==> config.mk <==
export PLATFORM = sky130hd
export DESIGN_NAME = nbout_accumulator
export DESIGN_NICKNAME = d
export VERILOG_FILES = /design/src/rtl/nbout_accumulator.sv
export SDC_FILE = /design/constraint.sdc
export NUM_CORES = 1
export LEC_CHECK = 0
export CORE_ASPECT_RATIO = 0.5
export CORE_MARGIN = 4
export CORE_UTILIZATION = 34
export CTS_BUF_LIST = sky130_fd_sc_hd__clkbuf_4 sky130_fd_sc_hd__clkbuf_8
export DETAILED_ROUTE_END_ITERATION = 7
export GPL_ROUTABILITY_DRIVEN = 0
export PLACE_DENSITY = 0.47
export SLEW_MARGIN = 20
export SYNTH_ARGS = -nofsm -noshare
export SYNTH_HDL_FRONTEND = slang
export SYNTH_SLANG_ARGS = --single-unit
export TNS_END_PERCENT = 30
==> constraint.sdc <==
create_clock -name clk -period 5.7 [get_ports clk]
set_input_delay 0.57 -clock clk [delete_from_list [all_inputs] [get_ports clk]]
set_output_delay 0.57 -clock clk [all_outputs]
set_load 0.02 [all_outputs]
==> src/rtl/nbout_accumulator.sv <==
`default_nettype none
// ============================================================================
// Module      : nbout_accumulator
// Description : Per-lane partial-sum (NBout) store behind the fp16 adder tree.
//               Feeds the tree its running partial sum for the addressed
//               output neuron, captures the tree result, counts bricks per
//               neuron, and queues finished sums in an output FIFO.
// Revision    : 1.0 - initial release
// ============================================================================
module nbout_accumulator #(
  parameter int DATA_W      = 16,
  parameter int NUM_ENTRIES = 16,
  parameter int ADDR_W      = 4,
  parameter int CNT_W       = 8,
  parameter int OUT_DEPTH   = 4
) (
  input  logic              clk,
  input  logic              rst_n,
  input  logic [CNT_W-1:0]  cfg_num_bricks,
  input  logic              clear,
  input  logic              in_valid,
  output logic              in_ready,
  input  logic [ADDR_W-1:0] in_addr,
  output logic [DATA_W-1:0] tree_nbout,
  input  logic [DATA_W-1:0] tree_sum,
  output logic              out_valid,
  input  logic              out_ready,
  output logic [ADDR_W-1:0] out_addr,
  output logic [DATA_W-1:0] out_data,
  output logic              busy
);

  localparam int PTR_W  = (OUT_DEPTH > 1) ? $clog2(OUT_DEPTH) : 1;
  localparam int FC_W   = $clog2(OUT_DEPTH + 1);
  localparam int FIFO_W = ADDR_W + DATA_W;
  localparam logic [CNT_W:0]   ONE_EXT    = 1;
  localparam logic [FC_W-1:0]  DEPTH_CNT  = FC_W'(OUT_DEPTH);
  localparam logic [PTR_W-1:0] LAST_SLOT  = PTR_W'(OUT_DEPTH - 1);

  // Per-entry accumulator state
  logic [DATA_W-1:0] acc_q [NUM_ENTRIES];
  logic [DATA_W-1:0] acc_d [NUM_ENTRIES];
  logic [CNT_W-1:0]  cnt_q [NUM_ENTRIES];
  logic [CNT_W-1:0]  cnt_d [NUM_ENTRIES];

  // Output FIFO state (circular buffer)
  logic [FIFO_W-1:0] mem_q [OUT_DEPTH];
  logic [FIFO_W-1:0] mem_d [OUT_DEPTH];
  logic [PTR_W-1:0]  wr_ptr_q, wr_ptr_d;
  logic [PTR_W-1:0]  rd_ptr_q, rd_ptr_d;
  logic [FC_W-1:0]   count_q, count_d;

  logic              accept;
  logic              last_brick;
  logic              push;
  logic              pop;
  logic [CNT_W-1:0]  bricks_eff;
  logic [CNT_W-1:0]  cnt_sel;
  logic [FIFO_W-1:0] head;

  function automatic logic [PTR_W-1:0] ptr_inc(input logic [PTR_W-1:0] p);
    return (p == LAST_SLOT) ? '0 : p + PTR_W'(1);
  endfunction

  // Handshake, last-brick detection and head view; the count comparison is
  // done one bit wider so a full-scale brick count never wraps.
  always_comb begin
    in_ready   = !clear && (count_q < DEPTH_CNT);
    accept     = in_valid && in_ready;
    bricks_eff = (cfg_num_bricks == '0) ? CNT_W'(1) : cfg_num_bricks;
    cnt_sel    = cnt_q[in_addr];
    last_brick = (({1'b0, cnt_sel} + ONE_EXT) == {1'b0, bricks_eff});
    push       = accept && last_brick;
    out_valid  = (count_q != '0);
    pop        = out_valid && out_ready;
    tree_nbout = (cnt_sel == '0) ? '0 : acc_q[in_addr];
    head       = mem_q[rd_ptr_q];
    out_addr   = out_valid ? head[FIFO_W-1:DATA_W] : '0;
    out_data   = out_valid ? head[DATA_W-1:0] : '0;
  end

  // Busy whenever any entry holds a partial accumulation
  always_comb begin
    busy = 1'b0;
    for (int i = 0; i < NUM_ENTRIES; i++) begin
      if (cnt_q[i] != '0) busy = 1'b1;
    end
  end

  // Next-state for per-entry accumulators and brick counters
  always_comb begin
    acc_d = acc_q;
    cnt_d = cnt_q;
    if (accept) begin
      if (last_brick) begin
        cnt_d[in_addr] = '0;
      end else begin
        acc_d[in_addr] = tree_sum;
        cnt_d[in_addr] = cnt_sel + CNT_W'(1);
      end
    end
    if (clear) begin
      for (int i = 0; i < NUM_ENTRIES; i++) cnt_d[i] = '0;
    end
  end

  // Next-state for the output FIFO; simultaneous push and pop keeps count
  always_comb begin
    mem_d    = mem_q;
    wr_ptr_d = wr_ptr_q;
    rd_ptr_d = rd_ptr_q;
    count_d  = count_q;
    if (push) begin
      mem_d[wr_ptr_q] = {in_addr, tree_sum};
      wr_ptr_d        = ptr_inc(wr_ptr_q);
    end
    if (pop) begin
      rd_ptr_d = ptr_inc(rd_ptr_q);
    end
    case ({push, pop})
      2'b10:   count_d = count_q + FC_W'(1);
      2'b01:   count_d = count_q - FC_W'(1);
      default: count_d = count_q;
    endcase
  end

  // State registers with asynchronous active-low reset
  always_ff @(posedge clk or negedge rst_n) begin
    if (!rst_n) begin
      for (int i = 0; i < NUM_ENTRIES; i++) begin
        acc_q[i] <= '0;
        cnt_q[i] <= '0;
      end
      for (int j = 0; j < OUT_DEPTH; j++) begin
        mem_q[j] <= '0;
      end
      wr_ptr_q <= '0;
      rd_ptr_q <= '0;
      count_q  <= '0;
    end else begin
      acc_q    <= acc_d;
      cnt_q    <= cnt_d;
      mem_q    <= mem_d;
      wr_ptr_q <= wr_ptr_d;
      rd_ptr_q <= rd_ptr_d;
      count_q  <= count_d;
    end
  end

endmodule
`default_nettype wire

# Word level (Yosys, flattened, before mapping)
# Index checks and enable logic that the tools add are counted.
word_totals:
  elab_cells: 135
  regBits: 471
  out_inout_bits: 39
op_classes:
  n_eq_ne: 5
  order_cmp: 6
  add_sub_neg: 6
  n_reduce_logical: 29
  bitwise: 6
  n_mux: 44
ops:
  columns: ["operator", "n"]
  rows:
  - ["$mux 128", 3]
  - ["$bwmux 256", 1]
  - ["$and 128x128->128", 1]
  - ["$bwmux 128", 1]
  - ["$not 128->128", 1]
  - ["$reduce_bool 8->1", 16]
  - ["$bwmux 80", 1]
  - ["$mux 16", 5]
  - ["$bmux 16 s4", 1]
  - ["$demux 16 s4", 1]
  - ["$mux 20", 3]
  - ["$bmux 20 s2", 1]
  - ["$demux 20 s2", 1]
  - ["$bmux 8 s4", 1]
  - ["$demux 8 s4", 1]
  - ["$mux 8", 4]
  - ["$logic_not 8->1", 2]
  - ["$mux 1", 16]
  - ["$add 8x1->9 const B", 1]
  - ["$eq 9x8->1", 1]
  - ["$add 8x1->8 const B", 1]
  - ["$eq 2x2->1 const B", 3]
  - ["$ge 3x3->1 const B", 2]
  - ["$logic_and 1x1->1", 6]
  - ["18 further kinds", 22]

# Logic depth before layout (Yosys ltp)
logic_depth:
  depth_word: 17
  ltp_mapped: 23
  depth_no_buf: 18

# Worst setup path before layout
# Ideal clock, no wire load.
synth_timing:
  kind: "input port to flip-flop"
  start: "input port in_addr[0]"
  end: "register count_q[2]"
  setup_slack_ps: 1279
  cell_stages: 23
  t_required_ps: 5621
  setup_time_ps: 79
  t_arrival_ps: 4342
  path_buffers: 5
  path_cell_list: "buf_4 > buf_6 > buf_6 > mux4_2 > nand2_1 > and4_4 > ha_1 > and2_1 > or2_2 > a32oi_1 > nor2_1 > nor2_1 > or3_1 > a211oi_2 > buf_6 > buf_4 > nand2_1 > ha_1 > inv_1 > fa_1 > xor2_1 > nor2_1 > xor2_1"
synth_between:
  elab_chain_len: 9
  word_cells_on_any_way: 11
synth_rtl:
  columns: ["element", "line_no", "rtl"]
  rows:
  - ["start, declared", "23", "input logic [ADDR_W-1:0] in_addr,"]
  - ["$not 4->5 (not written as such) *", "71", "cnt_sel = cnt_q[in_addr];"]
  - ["$bmux 8 s4 *", "71", null]
  - ["$mux 8 (not written as such) * (2 in a row)", "71", null]
  - ["$add 8x1->9 *", "72", "last_brick = (({1'b0, cnt_sel} + ONE_EXT) == {1'b0, bricks_eff});"]
  - ["$eq 9x8->1 *", "72", null]
  - ["$logic_and 1x1->1 *", "73", "push = accept && last_brick;"]
  - ["$eq 2x1->1 / $eq 2x2->1 (equally long branches)", "120", "case ({push, pop})"]
  - ["$pmux 3 s2 / $reduce_bool 2->1 (equally long branches)", null, null]
  - ["end signal, assigned", "146", "count_q <= count_d;"]
  - ["end, declared", "51", "logic [FC_W-1:0] count_q, count_d;"]
# Every way passes the cells marked *; elsewhere a longest branch is shown, timed or not. The select of a mux whose other input is x is not followed.
# A chain may end at the register's enable or synchronous reset.

# Worst setup path in the final report
layout_timing:
  start: "input port in_addr[1]"
  end: "output port tree_nbout[5]"
layout_between:
  elab_chain_len: 6
  word_cells_on_any_way: 9
layout_rtl:
  columns: ["element", "line_no", "rtl"]
  rows:
  - ["$not 4->5 (not written as such) *", "71, 76", null]
  - ["$bmux 8 s4", "71", null]
  - ["$mux 8 (not written as such) (2 in a row)", "71", null]
  - ["$logic_not 8->1", "76", "tree_nbout = (cnt_sel == '0) ? '0 : acc_q[in_addr];"]
  - ["$mux 16 *", "76", null]
  - ["end, declared", "24", "output logic [DATA_W-1:0] tree_nbout,"]
# Marked as above.

==> flow_summary.json <==
{
  "initial_core_util_pct": 34.3,
  "synth_ff_type": "dfrtp_1",
  "drtIter0Drc": 1149,
  "yosys_warnings": 0,
  "grt.total_usage_pct": 18.4,
  "seqPwrFrac_pct": 48.6,
  "hold-path-endpoint": "acc_q[91]$_DFFE_PN0P_",
  "hold_depth": 1,
  "grt_pass1_vias": 15700,
  "syn_area_um2": 23000,
  "netSwitchingPower_uw": 2250,
  "port_buffers": 71,
  "core_area_um2": 66900,
  "slew_headroom_pct": 27.0,
  "tightest_slew_ns": 1.10,
  "numCtsBuffers": 75,
  "final_nets": 1693,
  "synth-edff-count": 0,
  "intPower_uw": 6290,
  "grt_max_degree": 175,
  "antenna_found_initial": 1,
  "p_clk_share_pct": 35.8,
  "seqCellArea_um2": 11800,
  "synthCells": 1599,
  "drc": 0,
  "antenna_left": 0,
  "firstDrtPassIters": 5,
  "power_density_nw_per_um2": 328,
  "path_clk_slew_ns": 0.07,
  "rsz0062_at_grt": "false",
  "area_delta_synth_final_pct": 13.4,
  "drive_gt1_share_pct": 32.5,
  "ys_ff_latch": 471,
  "cp_data_arrival_time_ns": 4.68,
  "cts-root-buf": "clkbuf_8",
  "final_cell_area_um2": 26000,
  "drv_cap": 0,
  "clock-sinks": 471,
  "path_class": "in -> out",
  "critPathCaptureType": "output port",
  "fin_crit_sh_pct": 92.1,
  "vias_per_cell": 5.51,
  "path_max_fanout": 50,
  "cp.required_ns": 5.13,
  "die_x_um": 376,
  "routed_wl_um": 64600,
  "comb_power_share_pct": 15.6,
  "multi_input_area_um2": 10400,
  "synth_area_per_cell_um2": 14.4,
  "grt_pass1_wl_um": 100000,
  "hold_ws_ns": 0.482,
  "hpwl_um": 38900,
  "placed_cell_area_um2": 24500,
  "synth.largest_area_cell": "dfrtp_1",
  "clock_skew_ns": 0.0368,
  "overflow": 0,
  "rows": 67,
  "setup_violations": 0,
  "ir_worst_vdd_v": 0.000137,
  "wl_per_cell_um": 24.9,
  "hp-class": "reg -> reg",
  "utilization_pct": 38.9,
  "p_leak_uw": 0.0114,
  "htree_levels": 3,
  "clock_path_buffers": 3,
  "rrSetupSlack_ns": 1.45,
  "switching_share_pct": 26.4,
  "syn-num-nets": 1641,
  "r2r_start": "cnt_q[16]$_DFFE_PN0P_",
  "dp_slack_ns": 0.365,
  "outcome": "finished, final reports clean",
  "max_freq_ghz": 0.190,
  "slew_viol_final": 0,
  "die_area_um2": 72000,
  "rr_endpoint": "count_q[1]$_DFFE_PN0P_",
  "cts_tree": "yes",
  "n_fill_cell": 6282,
  "hp-start": "acc_q[91]$_DFFE_PN0P_",
  "cp-startpoint": "in_addr[1]",
  "yosysSeqAreaShare_pct": 51.3,
  "netlist.area_leader.share_pct": 51.3,
  "async_reset_ff_share_pct": 100,
  "die_h_um": 192,
  "num_vias": 14300,
  "fin_crit_ns": 5.25,
  "synth.area.top_cells": "dfrtp_1, mux4_2, mux2_2",
  "postLayoutSetupSlackWorst_ns": 0.451,
  "start_kind": "input pin",
  "hold_viol": 0,
  "clock_latency_ns": 0.68,
  "boundaryPins": 72,
  "fin_setup_tns_ns": 0,
  "yosysUniqueCellTypes": 52,
  "r2r_cells": 17,
  "postCtsSetupBuffers": 0
}
-- cells in the final DEF, fill, tap and decap left out, drive strengths merged, types with 2 or more instances in the layout --
cell type	count
ha	8
xnor2	6
a21oi	19
dfrtp	471
nor2	12
xor2	6
mux2i	3
o31ai	87
nor2b	18
mux4	132
o21ai	42
clkbuf	116
or3	2
a211oi	2
nand3b	128
inv	12
nand2	42
nor4	38
nor3	6
a22oi	8
and2	26
nand3	9
and3	4
and4	4
clkinv	5
buf	60
a21o	6
mux2	340
clkdlybuf4s50	66
nand4	10
-- critical path: stages --
cell and delay (ns):
buf_4 0.31, buf_4 0.70, mux4_2 0.42, mux2i_1 0.33, mux2i_1 0.30, nor3_1 0.22, nand2_1 0.10, nor4_2 0.53
buf_4 0.40, nor2b_1 0.15, clkdlybuf4s50_1 0.60
-- state kept, by name, indices dropped and copies added, names as in the netlist --
signal and cells:
rd_ptr_q 2, wr_ptr_q 2, mem_q 80, acc_q 256, count_q 3, cnt_q 128
-- kinds of logic after synthesis --
kind of cell	after synthesis	synth area share, %
XOR/XNOR	12	0.654
AO/OA/AOI/OAI	169	5.68
multiplexers	475	29.7
buffers and inverters	161	3.65
AND/OR/NAND/NOR	302	8.41
flip-flops	471	51.3
adder cells (fa/ha/maj)	9	0.523
-- final cells by class --
| class | instances | area share [%] |
|---|---|---|
| antenna | 1 | 0.00961 |
| clock buffer | 116 | 5.48 |
| clock inverter | 9 | 0.409 |
| inverter | 9 | 0.130 |
| multi-input combinational | 967 | 39.8 |
| sequential | 471 | 45.3 |
| tap | 897 | 4.31 |
| timing repair buffer | 127 | 4.57 |
-- metrics by stage --
step | total power [µW] | instances
finish | 8550 | 2597
detailed placement | 5580 | 2470
floorplan | 5130 | 1599
global placement | 5490 | 2470
CTS | 8690 | 2596
global route | 9020 | 2597
-- worst max-delay path by stage --
stage | end | slack, ns | cells past startpoint
global placement | tree_nbout[5] | 0.36 | 11
floorplan | count_q[2]$_DFFE_PN0P_ | 1.28 | 23
finish | tree_nbout[5] | 0.45 | 11
global route | tree_nbout[5] | 0.29 | 11
detailed placement | tree_nbout[5] | 0.37 | 11
CTS | tree_nbout[5] | 0.35 | 11
-- power groups by stage --
stage          logic (µW)  registers (µW)  clock network (µW)
3_5_place_dp         1360            4220                   0
2_1_floorplan        1040            4090                   0
4_1_cts              1370            4160                3170
5_1_grt              1470            4220                3330
6_report             1340            4150                3060
3_3_place_gp         1320            4170                   0
-- cell usage after synthesis (2+ instances only) --
library cell / instances
xor2_1: 5
nand4_1: 10
nor4_2: 2
a21oi_1: 3
mux2_2: 204
dfrtp_1: 471
nor4_1: 36
buf_2: 16
o21ai_0: 42
nand3b_1: 128
and4_1: 3
buf_1: 11
nand2_1: 41
a22oi_1: 8
and2_1: 25
ha_1: 8
and3_1: 4
o31ai_1: 87
mux2i_1: 3
mux4_2: 132
inv_1: 7
or3_1: 2
a21oi_4: 16
a21o_1: 6
nand3_1: 8
clkbuf_1: 91
nor2b_1: 18
buf_4: 11
nor3_1: 6
inv_2: 2
mux2_1: 136
nor2_1: 12
buf_6: 23
xnor2_1: 4
-- what timing repair did --
action | CTS | global route
hold buffers | 1 | 0
endpoints found under the hold margin | 81 | 0
resized for setup | 0 | 0
-- routing by layer --
layer,share of wire [%],track usage (%),vias to the layer above
met5,0,0,-
met3,4.5,3.72,113
met1,47,25.8,7718
li1,-,-,6140
met2,46,29.0,336
met4,2.6,5.45,0
No activity file was read; power rests on OpenSTA's default activity.
